[config.mk]
export PLATFORM = sky130hd
export DESIGN_NAME = mult32_pipe
export DESIGN_NICKNAME = d
export VERILOG_FILES = /design/src/rtl/mult_pkg.sv /design/src/rtl/csa_3to2.sv /design/src/rtl/mult32_pipe.sv
export SDC_FILE = /design/constraint.sdc
export NUM_CORES = 2
export LEC_CHECK = 0
export ABC_AREA = 0
export ABC_CLOCK_PERIOD_IN_PS = 800
export BUFFER_PORTS_ARGS = -buffer_cell sky130_fd_sc_hd__buf_2
export CORE_ASPECT_RATIO = 0.9
export CORE_MARGIN = 2
export CORE_UTILIZATION = 40
export CTS_BUF_LIST = sky130_fd_sc_hd__clkbuf_8
export CTS_CLUSTER_SIZE = 16
export DETAILED_ROUTE_END_ITERATION = 8
export PLACE_DENSITY = 0.67
export SLEW_MARGIN = 20
export SYNTH_ARGS = -nofsm -noshare
export SYNTH_HDL_FRONTEND = slang
export SYNTH_SLANG_ARGS = --single-unit
[constraint.sdc]
create_clock -name clk -period 0.8 [get_ports clk]
set_input_delay 0.04 -clock clk [delete_from_list [all_inputs] [get_ports clk]]
set_output_delay 0.04 -clock clk [all_outputs]
set_load 0.1 [all_outputs]
[src/rtl/mult_pkg.sv]
// ---------------------------------------------------------------------------
// mult_pkg - shared constants, Booth digit type and CSA-tree sizing helpers
// Revision 1.0
// ---------------------------------------------------------------------------
`default_nettype none

package mult_pkg;

  localparam int MULT_W = 32;
  localparam int PROD_W = 64;

  // Radix-4 Booth group {b[2i+1], b[2i], b[2i-1]}
  typedef logic [2:0] booth_digit_t;

  // A level of 3:2 compressors turns every full group of three rows into two
  function automatic int rows_at(input int n, input int level);
    int r;
    r = n;
    for (int k = 0; k < level; k++) begin
      r = r - r / 3;
    end
    return r;
  endfunction

  function automatic int tree_levels(input int n);
    int r;
    int k;
    r = n;
    k = 0;
    while (r > 2) begin
      r = r - r / 3;
      k++;
    end
    return k;
  endfunction

  function automatic int row_base(input int n, input int level);
    int s;
    s = 0;
    for (int k = 0; k < level; k++) begin
      s = s + rows_at(n, k);
    end
    return s;
  endfunction

endpackage

`default_nettype wire

[src/rtl/csa_3to2.sv]
// ---------------------------------------------------------------------------
// csa_3to2 - bitwise full-adder row reducing three vectors to sum and carry
// Revision 1.0
// ---------------------------------------------------------------------------
`default_nettype none

module csa_3to2 #(
  parameter int W = 64
) (
  input  logic [W-1:0] x,
  input  logic [W-1:0] y,
  input  logic [W-1:0] z,
  output logic [W-1:0] sum,
  output logic [W-1:0] carry
);

  assign sum = x ^ y ^ z;

  // Carry out of the top bit is beyond the product width and is dropped
  assign carry = {(x[W-2:0] & y[W-2:0]) | (x[W-2:0] & z[W-2:0]) | (y[W-2:0] & z[W-2:0]), 1'b0};

endmodule

`default_nettype wire

[src/rtl/mult32_pipe.sv]
// ---------------------------------------------------------------------------
// mult32_pipe - unsigned WIDTHxWIDTH multiplier, radix-4 Booth + CSA tree, registered product
// Revision 1.0
// ---------------------------------------------------------------------------
`default_nettype none

module mult32_pipe
  import mult_pkg::*;
#(
  parameter int WIDTH = MULT_W
) (
  input  logic               clk,
  input  logic               rst,
  input  logic [WIDTH-1:0]   a,
  input  logic [WIDTH-1:0]   b,
  output logic [2*WIDTH-1:0] c
);

  localparam int PW     = 2 * WIDTH;
  localparam int NPP    = WIDTH / 2 + 1;
  localparam int NROWS  = NPP + 1;
  localparam int NLVL   = tree_levels(NROWS);
  localparam int NTOT   = row_base(NROWS, NLVL) + 2;
  localparam int FINAL  = row_base(NROWS, NLVL);

  // Two zero bits on top keep b unsigned; one zero below seeds the first group
  logic [WIDTH+2:0] b_pad;
  assign b_pad = {2'b00, b, 1'b0};

  logic [PW-1:0]  rows [NTOT];
  logic [NPP-1:0] negs;
  logic [PW-1:0]  neg_row;

  for (genvar i = 0; i < NPP; i++) begin : g_pp
    booth_digit_t   dig;
    logic [WIDTH:0] mag;
    logic           neg;
    logic [PW-1:0]  ext;

    assign dig = b_pad[2*i+2 -: 3];

    always_comb begin
      mag = '0;
      neg = 1'b0;
      case (dig)
        3'b001, 3'b010: begin mag = {1'b0, a}; neg = 1'b0; end
        3'b011:         begin mag = {a, 1'b0}; neg = 1'b0; end
        3'b100:         begin mag = {a, 1'b0}; neg = 1'b1; end
        3'b101, 3'b110: begin mag = {1'b0, a}; neg = 1'b1; end
        default:        begin mag = '0;        neg = 1'b0; end
      endcase
    end

    // One's complement here; the +1 lands in neg_row at the same weight
    assign ext     = {{(PW-WIDTH-1){1'b0}}, mag} ^ {PW{neg}};
    assign rows[i] = ext << (2 * i);
    assign negs[i] = neg;
  end

  always_comb begin
    neg_row = '0;
    for (int i = 0; i < NPP; i++) begin
      neg_row[2*i] = negs[i];
    end
  end

  assign rows[NPP] = neg_row;

  for (genvar l = 0; l < NLVL; l++) begin : g_lvl
    localparam int N    = rows_at(NROWS, l);
    localparam int BASE = row_base(NROWS, l);
    localparam int NB   = row_base(NROWS, l + 1);
    localparam int G    = N / 3;
    localparam int R    = N % 3;

    for (genvar g = 0; g < G; g++) begin : g_csa
      csa_3to2 #(.W(PW)) u_csa (
        .x     (rows[BASE+3*g]),
        .y     (rows[BASE+3*g+1]),
        .z     (rows[BASE+3*g+2]),
        .sum   (rows[NB+2*g]),
        .carry (rows[NB+2*g+1])
      );
    end

    for (genvar r = 0; r < R; r++) begin : g_pass
      assign rows[NB+2*G+r] = rows[BASE+3*G+r];
    end
  end

  logic [PW-1:0] prod;
  assign prod = rows[FINAL] + rows[FINAL+1];

  always_ff @(posedge clk or negedge rst) begin
    if (!rst) begin
      c <= '0;
    end else begin
      c <= prod;
    end
  end

endmodule

`default_nettype wire

Word-level counts from Yosys, hierarchy flattened. Index checks and enable logic that the tools add are counted.

Bits in writable memories: 0. ROM bits: 0. Register bits after elaboration: 64. Memories kept: 0. Input port bits: 66. Logic and storage cells: 303. Latch bits: 0. Output and inout port bits: 64.

Bitwise logic cells: 128. Order comparisons: 0. Divide/modulo/power cells: 0. Muxes and demuxes: 33. Multiply operators: 0. Eq/ne operators: 93. Add/subtract/negate cells: 1. Reductions and logical operators: 47. Shifts and indexed selects: 0.

Operators with widths (number): bitwise AND 63 bit (46); OR 63 bit (32); XOR 64 bit (31); one-hot mux 33 bit (2 select lines) (16); == test 3 bit, second input constant (45); bitwise AND 63 x 31 -> 63 bit (2); == test 3 x 2 -> 1 bit, second input constant (30); adder 64 bit (1); XOR 33 x 64 -> 64 bit (1); XOR 64 x 31 -> 64 bit (1); XOR 33 x 62 -> 62 bit (1); OR reduction 4 bit (15); XOR 33 x 60 -> 60 bit (1); XOR 33 x 58 -> 58 bit (1); XOR 33 x 56 -> 56 bit (1); XOR 33 x 54 -> 54 bit (1); XOR 33 x 52 -> 52 bit (1); XOR 33 x 50 -> 50 bit (1); XOR 33 x 48 -> 48 bit (1); XOR 33 x 46 -> 46 bit (1); == test 3 x 1 -> 1 bit, second input constant (15); OR reduction 3 bit (15); XOR 33 x 44 -> 44 bit (1); XOR 33 x 42 -> 42 bit (1); 9 further kinds (41).

Longest topological paths before layout.
Depth after elaboration: 23. Mapped depth: 30.

Cells and area by module. A second synthesis with hierarchy kept.

Cell total of the unflattened synthesis: 3723. Area total of the unflattened synthesis: 39944.6 sq um.

By module, submodules not included: csa_3to2 (cells an instance 66, area an instance 1296.2 sq um, seq. area each 0.0 sq um, times used 16); mult32_pipe (cells an instance 2667, area an instance 19204.7 sq um, seq. area each 1601.5 sq um, times used 1).

Worst setup path after synthesis. No wires, ideal clock.

Path type: input to register. From: input port b[1]. To: register c[61]. Path slack: -6.632 ns. Buffers on the path: 4. Data arrival time: 7.289 ns. Required time: 0.657 ns. Stages: 28. Path through: clkbuf_1 > clkbuf_1 > inv_1 > ha_1 > o31ai_1 > inv_2 > buf_1 > xnor2_1 > fa_1 > inv_1 > fa_1 > fa_1 > fa_1 > fa_1 > inv_1 > fa_1 > ha_1 > buf_2 > a21oi_1 > o21ai_1 > a21o_1 > a221o_1 > a21oi_2 > a21oi_2 > o31ai_4 > o31ai_2 > a2111oi_0 > a311oi_1.

Longest elaborated chain between the ends: 23. Elaborated cells between the ends (all ways): 82. Those cells by class: add/sub: 1; eq/ne: 9; mux: 4; bitwise: 63; reduce/logical: 5.

Ends and longest elaborated chain: start, declared (line mult32_pipe.sv:15) `input logic [WIDTH-1:0] b,`; == test 3 bit, or another cell as far along (line mult32_pipe.sv:45) `case (dig)`; OR reduction 4 bit (no source line), or another cell as far along; one-hot mux 33 bit (2 select lines) / 2-to-1 mux 1 bit (equally long branches) (line mult32_pipe.sv:45); XOR 33 x 62 -> 62 bit / XOR 33 x 64 -> 64 bit (equally long branches) (line mult32_pipe.sv:55) `assign ext = {{(PW-WIDTH-1){1'b0}}, mag} ^ {PW{neg}};`; bitwise AND 63 bit (line csa_3to2.sv:20) `assign carry = {(x[W-2:0] & y[W-2:0]) | (x[W-2:0] & z[W-2:0]) | (y[W-2:0] & z[W-2:0]), 1'b0};`; OR 63 bit (2 in series) (line csa_3to2.sv:20); bitwise AND 63 bit (line csa_3to2.sv:20); OR 63 bit (2 in series) (line csa_3to2.sv:20); [... 3 more ...]; bitwise AND 63 bit (line csa_3to2.sv:20); OR 63 bit (2 in series) (line csa_3to2.sv:20); bitwise AND 63 bit (line csa_3to2.sv:20); OR 63 bit (2 in series) (line csa_3to2.sv:20); bitwise AND 63 bit (line csa_3to2.sv:20); OR 63 bit (2 in series) (line csa_3to2.sv:20); adder 64 bit * (line mult32_pipe.sv:92) `assign prod = rows[FINAL] + rows[FINAL+1];`; net prod[61] (line mult32_pipe.sv:91) `logic [PW-1:0] prod;`; end signal, assigned (line mult32_pipe.sv:98) `c <= prod;`; end, declared (line mult32_pipe.sv:16) `output logic [2*WIDTH-1:0] c`.

The timed path passes the listed nets; every way through them passes the cells marked *.

Worst setup path after layout. Ends and elaborated chain as after synthesis.

==> impl_results.md <==
- Period minus WS final: 6.37 ns
- Critical Path End Type: register
- Slew Limit Fails: 0
- Layout cells sized above 1: 0.315
- Total gr overflow: 0
- Clock Sinks: 64
- Die width: 308 µm
- Stages on worst setup path: 28
- Post-synth EDFFs: 0
- Data required, critical path: roughly 1.1 ns
- Global placement routability congestion: 0.982
- GRT Total Usage: 0.281
- Die ar.: 0.0858 mm²
- Avg Vias per Cell: 5.52
- Synth Area per Inst: 8.36 µm²
- Nets: 5391
- Largest registers: c: 64 flops
- First-pass GRT wire length: 185000 µm
- Antenna violations before repair: 11
- Sequential element share of the synthesized area: 0.0480
- Largest net degree at the start of global routing: 65
- Vias: 31598
- Post-DP HPWL: 102000 µm
- DR WL/cell: 21.3 µm
- Crit start category: primary input
- Fmax: around 0.16 GHz
- Slew @ Worst Pin: approximately 0.57 ns
- Layout area overhead: 33.8%
- Final Cell Area: 0.0447 mm²
- Initial drt markers: 2940
- Failing checks: setup timing
- Number of I/O port buffers: 129
- Clock tree root buffer cell: clkbuf_8
- Setup slack at placement: -6.31 ns
- Seq cells post-synth: 64
- Post-synthesis cell type count: 74
- Vias in the first global route: 31241
- HP Class: in2reg
- DRC: 0
- CP arrival: 6.70 ns
- Worst path bufs/invs: 7
- Core area: ~0.083 mm²
- Routed Antenna Nets: 0
- WL final: between 100000 and 150000 µm
- Hold path startpoint: b[1]
- Cell Area, Synth: 0.0334 mm²
- Slew headroom: 0.620
- Cts bufs inserted: 9
- Mapped Cells: 3993
- Clock-pin transition on the worst setup and hold timing paths: 0.09 ns
- # IOs: 130
- Setup repair after global routing missed its margin: yes
- CTS tree: done
- Async set-reset flop share out of synthesis: 1.00
- Crit Path Max Fanout: 9
- Row Count: 100
- Clk buf depth: 2
- Most frequent CP cell: fa_1
- Synth Flop Type: dfrtp_1
- Slowest stage delay, CP: 0.52 ns
- Die Y: 278 µm
- 1st-pass router iterations: 8
- Crit-path leading delay family: adder cells
- H-Tree Depth: 3
- Final setup vio count: 127
- Initial core utilization: 0.404
- Largest register FFs: 64
- Status: complete, but fails checks
- Setup CP Type: in2reg
- Final worst slack: -5.57 ns
- Final Cycle Share: 7.96
- Max-cap violations: 0
- Commonest non-fill, non-tap cell in the layout: buf_4
- Placed cell area: 0.0424 mm²
- Most frequent cells in the layout: buf_4 (745), fa_1 (550), xnor2_1 (467)
- Hold Path Depth: 5
- Register with the most flip-flops: c
- Ys Warns: 0
- CP max-delay cell: fa_1
- CP Launch Point: b[1]
- Worst setup endpoint: c[61]
- Hold Fails Final Rpt: 0
- Mapped Nets: about 4800
[synthesized netlist by cell type (4+ instances only)]
master      n  area, µm²
o31ai_1     4       30.0
and2_1     39        244
fa_1      569      11400
nand4_1    11       68.8
nor3_1     10       50.1
o21ai_1     9       45.0
a21oi_1   183        916
nand3_1    21        105
a31oi_1    14       87.6
and4_1      4       35.0
o221a_2    60        676
a21o_1     34        255
a221oi_1    9       78.8
dfrtp_1    64       1600
xor2_1     79        692
o211ai_1    5       37.5
nor2_1    480       1800
clkbuf_1  365       1370
nand2_1   194        728
ha_1      170       2130
a211oi_1  211       1580
o21ai_0   105        526
a21oi_2     4       35.0
a22oi_1    67        503
xnor2_1   502       4400
inv_1     455       1710
o21bai_1   10       75.1
or3_1       8       50.1
buf_2       7       35.0
o221ai_1   51        447
nand2b_1   11       68.8
and3_1     23        144
buf_1      44        165
nor2b_1    11       68.8
o22ai_1   103        644
[area by class of cell]
cell class / instances / area, µm²
repair buffers: 999 / 9300
fillers: 7353 / 38000
inverters: 456 / 1740
flip-flops and latches: 64 / 1680
multi-input cells: 3056 / 30300
well taps: 1122 / 1400
clock inverters: 6 / 90.1
clock buffers: 10 / 138
diodes: 9 / 22.5
[logic make-up (layout without fill, tap and decap cells)]
group	count (synthesis)	in the layout	synth area share
other cells	0	9	0
simple gates	826	827	0.104
fa+ha+maj	739	739	0.405
compound gates	904	904	0.190
mux	5	5	0.00157
flops	64	64	0.0480
buf+inv	874	1471	0.0986
xor+xnor	581	581	0.152
[how the worst min path moves through the flow]
stage | endpoint | slack [ns]
2_1_floorplan | c[0] | -0.26
3_3_place_gp | c[7] | 0.08
3_5_place_dp | c[7] | 0.08
4_1_cts | c[0] | 0.06
5_1_grt | c[0] | 0.11
6_report | c[0] | 0.11
[metal layers]
metal  wire [µm]  up-vias  global-route usage
met1       50200    15741               0.383
li1            -    14259                   -
met3       10200      194              0.0439
met4        3730       10              0.0728
met2       57700     1394               0.464
met5          67        -                   0
[what timing repair did]
| item | in CTS | in global routing |
|---|---|---|
| endpoints found under the setup margin | 127 | 128 |
| setup buffers | 36 | 21 |
| hold buffers | 2 | 0 |
| cloned | 0 | 1 |
| endpoints found under the hold margin | 65 | 0 |
| resized for setup | 194 | 153 |
| pin swaps | 72 | 40 |
[metrics by stage]
step / utilization / cells / hold WS, ns / setup TNS (ns)
6_report: 0.540 / 5722 / 0.110 / -301.49
5_1_grt: 0.540 / 5719 / 0.114 / -311.86
4_1_cts: 0.529 / 5694 / 0.0640 / -300.76
3_5_place_dp: 0.513 / 5648 / 0.0797 / -323.26
3_3_place_gp: 0.513 / 5648 / 0.0791 / -318.80
2_1_floorplan: - / 3993 / -0.256 / -285.68
Power is not shown: default switching activity piles up to over one toggle a cycle in this logic, so the estimate is an artifact.
